[config.mk]
export PLATFORM = sky130hd
export DESIGN_NAME = mem_stage
export DESIGN_NICKNAME = d
export VERILOG_FILES = /design/src/rtl/mem_stage_pkg.sv /design/src/rtl/mem_stage_load_align.sv /design/src/rtl/mem_stage.sv
export SDC_FILE = /design/constraint.sdc
export NUM_CORES = 1
export LEC_CHECK = 0
export ABC_CLOCK_PERIOD_IN_PS = 5700
export CORE_AREA = 3 3 150 152
export DETAILED_ROUTE_END_ITERATION = 12
export DIE_AREA = 0 0 153 155
export PLACE_DENSITY = 0.71
export SETUP_SLACK_MARGIN = 0.05
export SYNTH_ARGS = -nofsm -noshare
export SYNTH_HDL_FRONTEND = slang
export SYNTH_SLANG_ARGS = --single-unit
export TNS_END_PERCENT = 100
[constraint.sdc]
create_clock -name clk -period 5.7 [get_ports clk]
set_clock_uncertainty 0.2 [all_clocks]
set_input_delay 1.14 -clock clk [delete_from_list [all_inputs] [get_ports clk]]
set_output_delay 1.14 -clock clk [all_outputs]
set_load 0.05 [all_outputs]
[src/rtl/mem_stage_pkg.sv]
// Shared definitions for the memory-access stage: widths, funct3 codes, FSM states.
// Latency: n/a (types, constants and one combinational helper).
// Backpressure: n/a.
package mem_stage_pkg;

    localparam int DEF_DATA_WIDTH = 32;
    localparam int DEF_ADDR_WIDTH = 5;

    // Load/store width codes (funct3)
    localparam logic [2:0] F3_B  = 3'b000;
    localparam logic [2:0] F3_H  = 3'b001;
    localparam logic [2:0] F3_W  = 3'b010;
    localparam logic [2:0] F3_BU = 3'b100;
    localparam logic [2:0] F3_HU = 3'b101;

    // Access FSM states
    typedef logic [0:0] state_t;
    localparam state_t ST_IDLE = 1'b0;
    localparam state_t ST_BUSY = 1'b1;

    // True when funct3 is a known width and the byte offset is naturally aligned for it.
    function automatic logic access_legal(input logic [2:0] funct3, input logic [1:0] off);
        case (funct3)
            F3_B, F3_BU: access_legal = 1'b1;
            F3_H, F3_HU: access_legal = ~off[0];
            F3_W:        access_legal = (off == 2'b00);
            default:     access_legal = 1'b0;
        endcase
    endfunction

endpackage

[src/rtl/mem_stage_load_align.sv]
// Extracts and extends the addressed byte/halfword/word from a 32-bit bus read.
// Latency: purely combinational.
// Backpressure: none.
// Ports: rdata (bus word), addr_lo (byte offset), funct3 (width code), load_val (result).
module load_align
    import mem_stage_pkg::*;
(
    input  logic [31:0] rdata,
    input  logic [1:0]  addr_lo,
    input  logic [2:0]  funct3,
    output logic [31:0] load_val
);

    logic [7:0]  byte_sel;
    logic [15:0] half_sel;

    always_comb begin
        case (addr_lo)
            2'd0:    byte_sel = rdata[7:0];
            2'd1:    byte_sel = rdata[15:8];
            2'd2:    byte_sel = rdata[23:16];
            default: byte_sel = rdata[31:24];
        endcase
        half_sel = addr_lo[1] ? rdata[31:16] : rdata[15:0];
    end

    always_comb begin
        case (funct3)
            F3_B:    load_val = {{24{byte_sel[7]}}, byte_sel};
            F3_H:    load_val = {{16{half_sel[15]}}, half_sel};
            F3_W:    load_val = rdata;
            F3_BU:   load_val = {24'd0, byte_sel};
            F3_HU:   load_val = {16'd0, half_sel};
            default: load_val = 32'd0;
        endcase
    end

endmodule

[src/rtl/mem_stage.sv]
// Pipeline MEM stage: legality check, D-bus request/ack handshake, load alignment, MEM/WB register.
// Latency: cache hit completes in the issue cycle (result on WB_* next edge); ack after k BUSY cycles costs k stall cycles.
// Backpressure: mem_stall (combinational, depends on dbus_ack) freezes EX/MEM and upstream while an access is outstanding.
// Ports: MEM_* from EX/MEM; dbus_* request/ack bus to the D-cache; mem_stall, mem_err (registered pulse); WB_* registered MEM/WB outputs.
module mem_stage
    import mem_stage_pkg::*;
#(
    parameter int DATA_WIDTH = DEF_DATA_WIDTH,
    parameter int ADDR_WIDTH = DEF_ADDR_WIDTH,
    parameter int TIMEOUT    = 64
) (
    input  logic                    clk,
    input  logic                    rst_n,

    input  logic                    MEM_Mem_r,
    input  logic                    MEM_Mem_w,
    input  logic                    MEM_Reg_w,
    input  logic [1:0]              MEM_WB_sel,
    input  logic [DATA_WIDTH-1:0]   MEM_Imm,
    input  logic [DATA_WIDTH-1:0]   MEM_PC_Plus_4,
    input  logic [DATA_WIDTH-1:0]   MEM_ALU_Result,
    input  logic [DATA_WIDTH-1:0]   MEM_Mem_W_Data,
    input  logic [ADDR_WIDTH-1:0]   MEM_Rd_Addr,
    input  logic [DATA_WIDTH/8-1:0] MEM_Mem_W_Strb,
    input  logic [2:0]              MEM_Funct3,

    output logic                    dbus_req,
    output logic                    dbus_we,
    output logic [DATA_WIDTH-1:0]   dbus_addr,
    output logic [DATA_WIDTH-1:0]   dbus_wdata,
    output logic [DATA_WIDTH/8-1:0] dbus_wstrb,
    input  logic                    dbus_ack,
    input  logic [DATA_WIDTH-1:0]   dbus_rdata,

    output logic                    mem_stall,
    output logic                    mem_err,

    output logic                    WB_Reg_w,
    output logic [1:0]              WB_WB_sel,
    output logic [ADDR_WIDTH-1:0]   WB_Rd_Addr,
    output logic [DATA_WIDTH-1:0]   WB_Imm,
    output logic [DATA_WIDTH-1:0]   WB_PC_Plus_4,
    output logic [DATA_WIDTH-1:0]   WB_ALU_Result,
    output logic [DATA_WIDTH-1:0]   WB_Mem_Data
);

    localparam int             CW       = (TIMEOUT > 2) ? $clog2(TIMEOUT) : 1;
    localparam logic [CW-1:0]  CNT_LAST = CW'(TIMEOUT - 1);

    state_t          state_q, state_d;
    logic [CW-1:0]   cnt_q;
    logic            acc, legal, is_load, cnt_last;
    logic            done, timeout, err_now;
    logic [DATA_WIDTH-1:0] load_val;

    assign acc      = MEM_Mem_r | MEM_Mem_w;
    assign legal    = access_legal(MEM_Funct3, MEM_ALU_Result[1:0]);
    assign is_load  = MEM_Mem_r & ~MEM_Mem_w;
    assign cnt_last = (cnt_q == CNT_LAST);

    // Bus fields are pure functions of the (stall-frozen) EX/MEM inputs, so they
    // stay stable for the whole time the request is outstanding.
    assign dbus_we    = MEM_Mem_w;
    assign dbus_addr  = {MEM_ALU_Result[DATA_WIDTH-1:2], 2'b00};
    assign dbus_wstrb = MEM_Mem_w ? MEM_Mem_W_Strb : '0;

    always_comb begin
        case (MEM_Funct3[1:0])
            2'b00:   dbus_wdata = {4{MEM_Mem_W_Data[7:0]}};
            2'b01:   dbus_wdata = {2{MEM_Mem_W_Data[15:0]}};
            default: dbus_wdata = MEM_Mem_W_Data;
        endcase
    end

    // Request / stall / completion decode. An ack in the last allowed BUSY
    // cycle is still a success; only the absence of ack there is a timeout.
    always_comb begin
        dbus_req  = 1'b0;
        mem_stall = 1'b0;
        done      = 1'b0;
        timeout   = 1'b0;
        state_d   = state_q;
        if (state_q == ST_BUSY) begin
            dbus_req = 1'b1;
            if (dbus_ack) begin
                done    = 1'b1;
                state_d = ST_IDLE;
            end else if (cnt_last) begin
                timeout = 1'b1;
                state_d = ST_IDLE;
            end else begin
                mem_stall = 1'b1;
            end
        end else if (acc && legal) begin
            dbus_req = 1'b1;
            if (dbus_ack) begin
                done = 1'b1;
            end else begin
                mem_stall = 1'b1;
                state_d   = ST_BUSY;
            end
        end
    end

    assign err_now = ((state_q == ST_IDLE) && acc && !legal) || timeout;

    // Wait counter is 0 on the first BUSY cycle and cleared whenever we leave BUSY.
    always_ff @(posedge clk or negedge rst_n) begin
        if (!rst_n) begin
            state_q <= ST_IDLE;
            cnt_q   <= '0;
        end else begin
            state_q <= state_d;
            if (state_q == ST_BUSY && state_d == ST_BUSY)
                cnt_q <= cnt_q + 1'b1;
            else
                cnt_q <= '0;
        end
    end

    load_align u_load_align (
        .rdata    (dbus_rdata),
        .addr_lo  (MEM_ALU_Result[1:0]),
        .funct3   (MEM_Funct3),
        .load_val (load_val)
    );

    // MEM/WB register. During a stall only the write enable is squashed; the
    // data fields hold. Failed accesses (illegal, misaligned, timed out) retire
    // as bubbles.
    always_ff @(posedge clk or negedge rst_n) begin
        if (!rst_n) begin
            mem_err       <= 1'b0;
            WB_Reg_w      <= 1'b0;
            WB_WB_sel     <= '0;
            WB_Rd_Addr    <= '0;
            WB_Imm        <= '0;
            WB_PC_Plus_4  <= '0;
            WB_ALU_Result <= '0;
            WB_Mem_Data   <= '0;
        end else begin
            mem_err <= err_now;
            if (mem_stall) begin
                WB_Reg_w <= 1'b0;
            end else begin
                WB_Reg_w      <= MEM_Reg_w & ~err_now;
                WB_WB_sel     <= MEM_WB_sel;
                WB_Rd_Addr    <= MEM_Rd_Addr;
                WB_Imm        <= MEM_Imm;
                WB_PC_Plus_4  <= MEM_PC_Plus_4;
                WB_ALU_Result <= MEM_ALU_Result;
                WB_Mem_Data   <= (is_load && done) ? load_val : '0;
            end
        end
    end

endmodule

==> flow_summary.ini, run 1 <==
[global_route]
globalRoute.totalOverflow = 0
grt_max_degree = 103
antenna_found_initial = 0
grt_util_all_layers = 0.188
grt_pass1_vias = 5974
grt_pass1_wl_mm = 34.9

[die]
initial_utilization = 0.339
core_area_um2 = 21200
ios = 388
std_cell_rows = 53
fp.dieW_um = 153
fp.dieArea_um2 = 23700
die_h_um = 155

[logic_synthesis]
synth_top_area_frac = 0.502
yosysTopAreaCell = dfrtp_1
yosysWarnings = 0
synthTopCellsByArea = dfrtp_1, mux2_4, mux2_2
synthAdderAreaFrac = 0.00174
synth_compound_area_frac = 0.104
yosys_most_used_dff = dfrtp_1
async_reset_ff_frac = 1.00
ys_seq_area_frac = 0.502
syn_area_per_cell_um2 = 14.5
synth_top_family_by_area = multiplexers
synth_cells = 494
synth-seq-cells = 144
synth_mux_area_frac = 0.271
yosys.area_share.simple = 0.0305
synth.distinct_cells = 43
synth_edf_count = 0
syn-cell-area_um2 = 7180
synthXorXnorAreaFrac = 0.00488

[power]
p_leak_nw = 4.89
peakVddDrop_mv = 0.179
powerDensity_nw_per_um2 = 291

[worst_setup_path]
reg2reg_slack_ps = 3140
start_kind = input pin
worstPathArrival_ps = 3390
critPathCaptureType = output port
crit_fanout = 21
cp_data_required_time_ps = 4360
cp_top_family = buffers and inverters
cp_common_cell = clkdlybuf4s50_1
reg2reg_from = cnt_q[0]
crit_path_top_delay_cell = clkdlybuf4s50_1
reg2reg_depth = 6
critPathKind = in2out
crit_chain = clkdlybuf4s50_1 > buf_4 > mux2_2 > clkdlybuf4s50_1
critPathMaxStageDelay_ps = 850
reg2reg_to = WB_PC_Plus_4[30]
crit_buf_inv = 3

[clock_tree]
htree_levels = 4
clockBufferDepth = 2
cts_hold_buf = 0
tritoncts = yes
cts.sinks = 144
clk_pin_slew_ps = 60
cts_setup_buffers = 0
cts_root_buf = clkbuf_16
numCtsBuffers = 17
clk_latency_ps = 410
cts-resized-gates = 0

[worst_hold_path]
min_to = cnt_q[0]
hold_depth = 1
hold_class = reg2reg
worstHoldStart = cnt_q[0]

[detailed_routing]
antenna_left = 0
vias = 5429
dr.pass1.iters = 5
drt-total-wl_mm = 22.7
drc = 0
wl_per_cell_um = 20.2
viasPerCell = 4.83
drt_iter0_drc = 217

[cells_and_area]
diodes = 0
nets = 1017
area.growth.synth_to_final_pct = 60.9
post-route-cell-area_um2 = 11600
fin_cells = 1123
drive_above_1_share = 0.225

[timing]
slew_viol_final = 0
slew_headroom = 0.262
max_freq_mhz = 211
hold_violations = 0
min_period_ps = 4730
period_share = 0.830
setup_tns_ps = 0
setup_viol = 0
rsz0062_at_grt = false
tightest_slew_ps = 1100
fin_hold_ws_ps = 258

[placed_design]
hpwl_mm = 17.3
place_area_um2 = 11000
port_buffers = 385
placed_cells = 1092
place_congestion = 0.874

[job]
cap_violations = 0

[status]
outcome = finished, final reports clean
==> per-layer routing <==
| metal | vias to the layer above | routed length (µm) | global-route usage |
|---|---|---|---|
| li1 | 2481 | - | - |
| met1 | 2642 | 8260 | 0.212 |
| met5 | - | 0 | 0 |
| met2 | 282 | 11800 | 0.329 |
| met4 | 0 | 540 | 0.0683 |
| met3 | 24 | 2090 | 0.0690 |
==> cells in the final DEF, fill, tap and decap left out, types with 2 or more instances in the layout <==
master | Yosys | routed
a221oi_1 | 14 | 14
a22oi_1 | 17 | 17
and2_1 | 4 | 4
and3_1 | 2 | 2
buf_12 | 8 | 10
buf_4 | 44 | 10
bufinv_16 | 0 | 2
clkbuf_16 | 0 | 17
clkdlybuf4s50_1 | 0 | 375
clkinv_4 | 0 | 3
clkinvlp_4 | 0 | 3
conb_1 | 1 | 2
dfrtp_1 | 144 | 144
inv_6 | 0 | 4
mux2_2 | 42 | 42
mux2_4 | 80 | 80
mux2i_1 | 9 | 9
mux4_2 | 8 | 8
nand2_1 | 11 | 11
nor2_1 | 11 | 11
nor2b_1 | 2 | 2
o21ai_0 | 12 | 12
o2bb2ai_1 | 32 | 32
o311a_1 | 7 | 7
or2_2 | 2 | 2
xnor2_1 | 3 | 3
==> power by group <==
group | leakage (nW) | switching, W | internal (W)
Sequential | 1.77 | 0.0000472 | 0.00110
Clock | 0.282 | 0.000463 | 0.000665
Combinational | 2.84 | 0.000625 | 0.000459
Total | 4.89 | 0.00113 | 0.00223
==> flip-flops by register name (all words and copies together) (netlist names) <==
signal,count
state_q,1
WB_WB_sel,2
WB_Mem_Data,32
WB_PC_Plus_4,32
cnt_q,6
WB_Imm,32
WB_ALU_Result,32
mem_err,1
WB_Rd_Addr,5
WB_Reg_w,1
==> synthesized netlist by cell type, types with 2 or more instances <==
library cell / instances
a221oi_1: 14
a22oi_1: 17
and2_1: 4
and3_1: 2
buf_12: 8
buf_2: 9
buf_4: 44
buf_6: 2
clkbuf_1: 10
dfrtp_1: 144
mux2_2: 42
mux2_4: 80
mux2i_1: 9
mux4_2: 8
nand2_1: 11
nor2_1: 11
nor2b_1: 2
o21ai_0: 12
o2bb2ai_1: 32
o311a_1: 7
or2_2: 2
xnor2_1: 3
==> logic make-up (layout without fill, tap and decap cells) <==
kind of cell / count (synthesis) / in the layout
DFF: 144 / 144
AOI/OAI and AO/OA: 90 / 90
adders and majority gates: 1 / 1
muxes: 139 / 139
and+or+nand+nor: 40 / 40
xor gates and xnor gates: 4 / 4
other: 1 / 2
buffers and inverters: 75 / 428
==> metrics by stage <==
stage / util / total power (W) / worst slack, ps
2_1_floorplan: - / 0.00184 / 1570
3_3_place_gp: 0.518 / 0.00225 / 966
3_5_place_dp: 0.518 / 0.00226 / 952
4_1_cts: 0.546 / 0.00340 / 951
5_1_grt: 0.546 / 0.00350 / 887
6_report: 0.546 / 0.00336 / 967
==> how the worst max path moves through the flow <==
stage,from,endpoint,depth (start not counted)
4_1_cts,MEM_Funct3[1],dbus_wdata[17],4
5_1_grt,MEM_Funct3[1],dbus_wdata[20],4
6_report,MEM_Funct3[1],dbus_wdata[22],4
3_5_place_dp,MEM_Funct3[0],dbus_wdata[31],5
3_3_place_gp,MEM_Funct3[1],dbus_wdata[20],4
2_1_floorplan,MEM_Funct3[0],dbus_wdata[24],4
==> cell type report <==
class	instances	area [µm²]
clock inverter	13	155
sequential	144	3600
fill	1836	9600
inverter	1	3.75
timing repair buffer	396	4040
multi-input combinational	276	2970
clock buffer	18	439
tap	275	344
No activity file was read; power rests on OpenSTA's default activity.
==> inputs of run 2 (changes only) <==
--- a/config.mk
+++ b/config.mk
@@ -5,11 +5,11 @@
 export SDC_FILE = /design/constraint.sdc
 export NUM_CORES = 1
 export LEC_CHECK = 0
-export ABC_CLOCK_PERIOD_IN_PS = 5700
+export ABC_CLOCK_PERIOD_IN_PS = 4190
 export CORE_AREA = 3 3 150 152
 export DETAILED_ROUTE_END_ITERATION = 12
 export DIE_AREA = 0 0 153 155
-export PLACE_DENSITY = 0.71
+export PLACE_DENSITY = 0.73
 export SETUP_SLACK_MARGIN = 0.05
 export SYNTH_ARGS = -nofsm -noshare
 export SYNTH_HDL_FRONTEND = slang
==> constraint.sdc (replaced) <==
create_clock -name clk -period 4.19 [get_ports clk]
set_clock_uncertainty 0.2 [all_clocks]
set_input_delay 0.838 -clock clk [delete_from_list [all_inputs] [get_ports clk]]
set_output_delay 0.838 -clock clk [all_outputs]
set_load 0.05 [all_outputs]
==> flow_summary.ini, run 2 (same netlist as run 1, synthesis figures left out) <==
[cells_and_area]
fin_cells = 1123
drive_above_1_share = 0.245
fin_util = 0.551
post-route-cell-area_um2 = 11600
diodes = 0
final_common_cell = clkdlybuf4s50_1
nets = 1017
area.growth.synth_to_final_pct = 62.3
layout_common_cells = clkdlybuf4s50_1, dfrtp_1, mux2_4, mux2_2, o2bb2ai_1

[worst_hold_path]
hold_depth = 1
hold_class = reg2reg

[clock_tree]
clk_pin_slew_ps = 60
clockBufferDepth = 2
tritoncts = yes
cts_hold_buf = 0
htree_levels = 4
numCtsBuffers = 17
cts.sinks = 144
cts_root_buf = clkbuf_16
clk_latency_ps = 400
cts_setup_buffers = 0
cts-resized-gates = 0

[timing]
tightest_slew_ps = 1150
slew_headroom = 0.232
slew_viol_final = 0
period_share = 0.866
hold_violations = 0
max_freq_mhz = 275
fin_hold_ws_ps = 256
setup_viol = 0
rsz0062_at_grt = false
setup_tns_ps = 0
min_period_ps = 3630

[global_route]
grt_pass1_vias = 5905
grt_util_all_layers = 0.182
antenna_found_initial = 0
grt_max_degree = 103
grt_pass1_wl_mm = 34.3
globalRoute.totalOverflow = 0

[placed_design]
placed_cells = 1092
port_buffers = 385
hpwl_mm = 16.5
place_area_um2 = 11000
place_congestion = 0.826

[status]
outcome = finished, final reports clean

[worst_setup_path]
critPathCaptureType = output port
reg2reg_depth = 6
critPathKind = in2out
start_kind = input pin
cp_data_required_time_ps = 3150
worstPathArrival_ps = 2590
crit_fanout = 12

[die]
die_h_um = 155
fp.dieW_um = 153
core_area_um2 = 21200
std_cell_rows = 53
initial_utilization = 0.339
ios = 388
fp.dieArea_um2 = 23700

[power]
pwr-share-clk = 0.350
switching_power_w = 0.00153
peakVddDrop_mv = 0.234
power_frac_comb = 0.316
powerDensity_nw_per_um2 = 403
intPower_w = 0.00317
p_leak_nw = 4.97
pwr-share-seq = 0.334
switching_share = 0.325

[detailed_routing]
antenna_left = 0
vias = 5496
viasPerCell = 4.89
dr.pass1.iters = 6
wl_per_cell_um = 19.7
drt_iter0_drc = 228
drc = 0
drt-total-wl_mm = 22.1

[job]
cap_violations = 0
-- run 2: cell types whose count changed in the layout (fill, tap and decap cells not counted), sizes merged --
cell           delta
buf              +17
clkdlybuf4s50    -17
inv               -3
clkbuf            +1
bufinv            +2
clkinv            +2
clkinvlp          -2
-- run 2: layout make-up --
class | instances | area (µm²)
clock inverters | 12 | 181
inverters | 1 | 3.75
clock buffers | 19 | 453
multi-input cells | 276 | 2970
well taps | 275 | 344
flip-flops and latches | 144 | 3600
repair buffers | 396 | 4100
fillers | 1784 | 9510
-- run 2: critical path, cell delays in order --
cell and delay [ps]:
clkdlybuf4s50_1 770, buf_4 260, mux2i_1 320, o21ai_0 200, buf_12 190
-- run 2: worst paths after layout --
path / start / to / slack [ps]
worst max-delay path: MEM_Funct3[0] / dbus_wdata[25] / 560
worst min-delay path: cnt_q[0] / cnt_q[0] / 260
worst max register to register: cnt_q[0] / WB_PC_Plus_4[22] / 1680
worst min register to register: cnt_q[0] / cnt_q[0] / 260
max in group asynchronous: rst_n / WB_Mem_Data[23] / 2670
min in group asynchronous: rst_n / WB_ALU_Result[10] / 320
-- run 2: power groups by stage --
stage	clock (W)	sequential [W]	combinational (W)
after floorplan	0	0.00197	0.000533
after global placement	0	0.00159	0.00148
after detailed placement	0	0.00159	0.00149
after CTS	0.00170	0.00157	0.00150
after global routing	0.00175	0.00158	0.00154
final	0.00164	0.00157	0.00148
-- run 2: per-layer routing --
metal  wire (µm)  vias to the layer above  track usage
met2       11300                      265        0.311
met1        8420                     2719        0.214
li1            -                     2477            -
met5           0                        -            0
met4         629                        0       0.0755
met3        1710                       35       0.0587
-- run 2: through the flow --
| stage | power [W] | worst slack, ps |
|---|---|---|
| after floorplan | 0.00250 | 661 |
| after global placement | 0.00307 | 583 |
| after detailed placement | 0.00308 | 569 |
| after CTS | 0.00476 | 560 |
| after global routing | 0.00488 | 495 |
| final | 0.00469 | 560 |
==> inputs of run 3 (changes only) <==
--- a/config.mk
+++ b/config.mk
@@ -5,11 +5,13 @@
 export SDC_FILE = /design/constraint.sdc
 export NUM_CORES = 1
 export LEC_CHECK = 0
+export ABC_AREA = 1
 export ABC_CLOCK_PERIOD_IN_PS = 4190
-export CORE_AREA = 3 3 150 152
+export CORE_ASPECT_RATIO = 0.9
+export CORE_MARGIN = 3
+export CORE_UTILIZATION = 37
 export DETAILED_ROUTE_END_ITERATION = 12
-export DIE_AREA = 0 0 153 155
-export PLACE_DENSITY = 0.73
+export PLACE_DENSITY = 0.78
 export SETUP_SLACK_MARGIN = 0.05
 export SYNTH_ARGS = -nofsm -noshare
 export SYNTH_HDL_FRONTEND = slang
==> flow_summary.ini, run 3 <==
[clock_tree]
tritoncts = yes
clk_latency_ps = 410
numCtsBuffers = 17
cts_root_buf = clkbuf_16
clk_pin_slew_ps = 70
cts-resized-gates = 0
cts_setup_buffers = 0
cts.sinks = 144
cts_hold_buf = 0
clockBufferDepth = 2
htree_levels = 4

[timing]
min_period_ps = 3660
period_share = 0.874
fin_hold_ws_ps = 266
setup_viol = 0
slew_viol_final = 0
slew_headroom = 0.303
rsz0062_at_grt = false
max_freq_mhz = 273
hold_violations = 0
setup_tns_ps = 0
tightest_slew_ps = 1040

[worst_setup_path]
critPathKind = in2out
start_kind = input pin
reg2reg_slack_ps = 1860
reg2reg_depth = 7
worstPathArrival_ps = 2620
cp_data_required_time_ps = 3150
crit_fanout = 11
reg2reg_to = cnt_q[2]
reg2reg_from = cnt_q[0]
critPathCaptureType = output port

[cells_and_area]
drive_above_1_share = 0.0620
fin_util = 0.596
layout_common_cells = nand2_1, clkdlybuf4s50_1, nand3_1, dfrtp_1, inv_1
diodes = 0
area.growth.synth_to_final_pct = 57.9
final_common_cell = nand2_1
nets = 1508

[logic_synthesis]
synth_most_common_cell = nand2_1
synth-seq-cells = 144
synth_top_area_frac = 0.476
synthTopCellsByArea = dfrtp_1, nand2_1, nand3_1
synth.distinct_cells = 24
yosys_most_used_dff = dfrtp_1
ys_seq_area_frac = 0.476
synth_edf_count = 0
synth_common_cells = nand2_1, nand3_1, dfrtp_1
async_reset_ff_frac = 1.00
yosysTopAreaCell = dfrtp_1
syn_area_per_cell_um2 = 7.48
yosysWarnings = 0
syn-cell-area_um2 = 7570
synth_cells = 1013

[die]
initial_utilization = 0.378
fp.dieArea_um2 = 22200
core_area_um2 = 20000
std_cell_rows = 49
ios = 388
fp.dieW_um = 157
die_h_um = 142

[global_route]
grt_max_degree = 137
grt_pass1_wl_mm = 41.5
antenna_found_initial = 0
grt_util_all_layers = 0.233
grt_pass1_vias = 7757
globalRoute.totalOverflow = 0

[power]
powerDensity_nw_per_um2 = 393
peakVddDrop_mv = 0.274
p_leak_nw = 5.95

[detailed_routing]
wl_per_cell_um = 16.6
viasPerCell = 4.94
drc = 0
vias = 7867
drt_iter0_drc = 575
antenna_left = 0
dr.pass1.iters = 5
drt-total-wl_mm = 26.5

[placed_design]
hpwl_mm = 19.3
port_buffers = 385
place_congestion = 0.929

[worst_hold_path]
hold_class = in2async

[job]
cap_violations = 0

[status]
outcome = finished, final reports clean
[run 3: metal layers]
| layer | vias up | wire [µm] | GRT usage |
|---|---|---|---|
| met1 | 3684 | 11100 | 0.306 |
| met5 | - | 0 | 0 |
| li1 | 3785 | - | - |
| met2 | 343 | 12700 | 0.378 |
| met3 | 55 | 1870 | 0.0561 |
| met4 | 0 | 841 | 0.0820 |
[run 3: power by group]
group / internal, W / total, W / switching [W]
logic: 0.000542 / 0.00154 / 0.000995
registers: 0.00151 / 0.00157 / 0.0000663
clock network: 0.000964 / 0.00159 / 0.000623
total: 0.00301 / 0.00470 / 0.00168
[run 3: worst max-delay path, stage by stage]
cell and delay (ps):
clkdlybuf4s50_1 590, inv_2 260, nand2_1 340, o211ai_1 400, buf_12 180
[run 3: cells by family (layout without fill, tap and decap cells)]
logic type / Yosys count / after routing / share of synthesized area
simple gates: 666 / 666 / 0.368
buf+inv: 164 / 489 / 0.127
flops: 144 / 144 / 0.476
compound gates: 36 / 36 / 0.0261
fa+ha+maj: 1 / 1 / 0.00165
other cells: 1 / 2 / 0.000495
xor+xnor: 1 / 1 / 0.00116
[run 3: per-stage QoR]
step	power (W)	cells	worst slack (ps)	area, µm²
after detailed placement	0.00314	1563	526	11300
after global routing	0.00490	1594	402	12000
after global placement	0.00312	1563	620	11300
after floorplan	0.00252	1014	1000	7580
final	0.00470	1594	528	12000
after CTS	0.00474	1594	549	12000
[run 3: cell type report]
class                           count  area (µm²)
Clock buffer                       18         439
Clock inverter                     13         176
Fill cell                        1739        8090
Inverter                           61         229
Multi-Input combinational cell    706        3050
Sequential cell                   144        3600
Tap cell                          255         319
Timing Repair Buffer              397        4140
[run 3: worst max-delay path by stage]
stage | slack, ps | endpoint | startpoint | depth (start not counted)
floorplan | 1000 | dbus_wdata[10] | MEM_Funct3[1] | 3
global placement | 620 | WB_Mem_Data[12] | MEM_Funct3[1] | 9
detailed placement | 530 | WB_Mem_Data[12] | MEM_Funct3[1] | 9
CTS | 550 | dbus_wdata[27] | MEM_Funct3[1] | 5
global route | 400 | dbus_wdata[27] | MEM_Funct3[1] | 5
finish | 530 | dbus_wdata[30] | MEM_Funct3[1] | 5
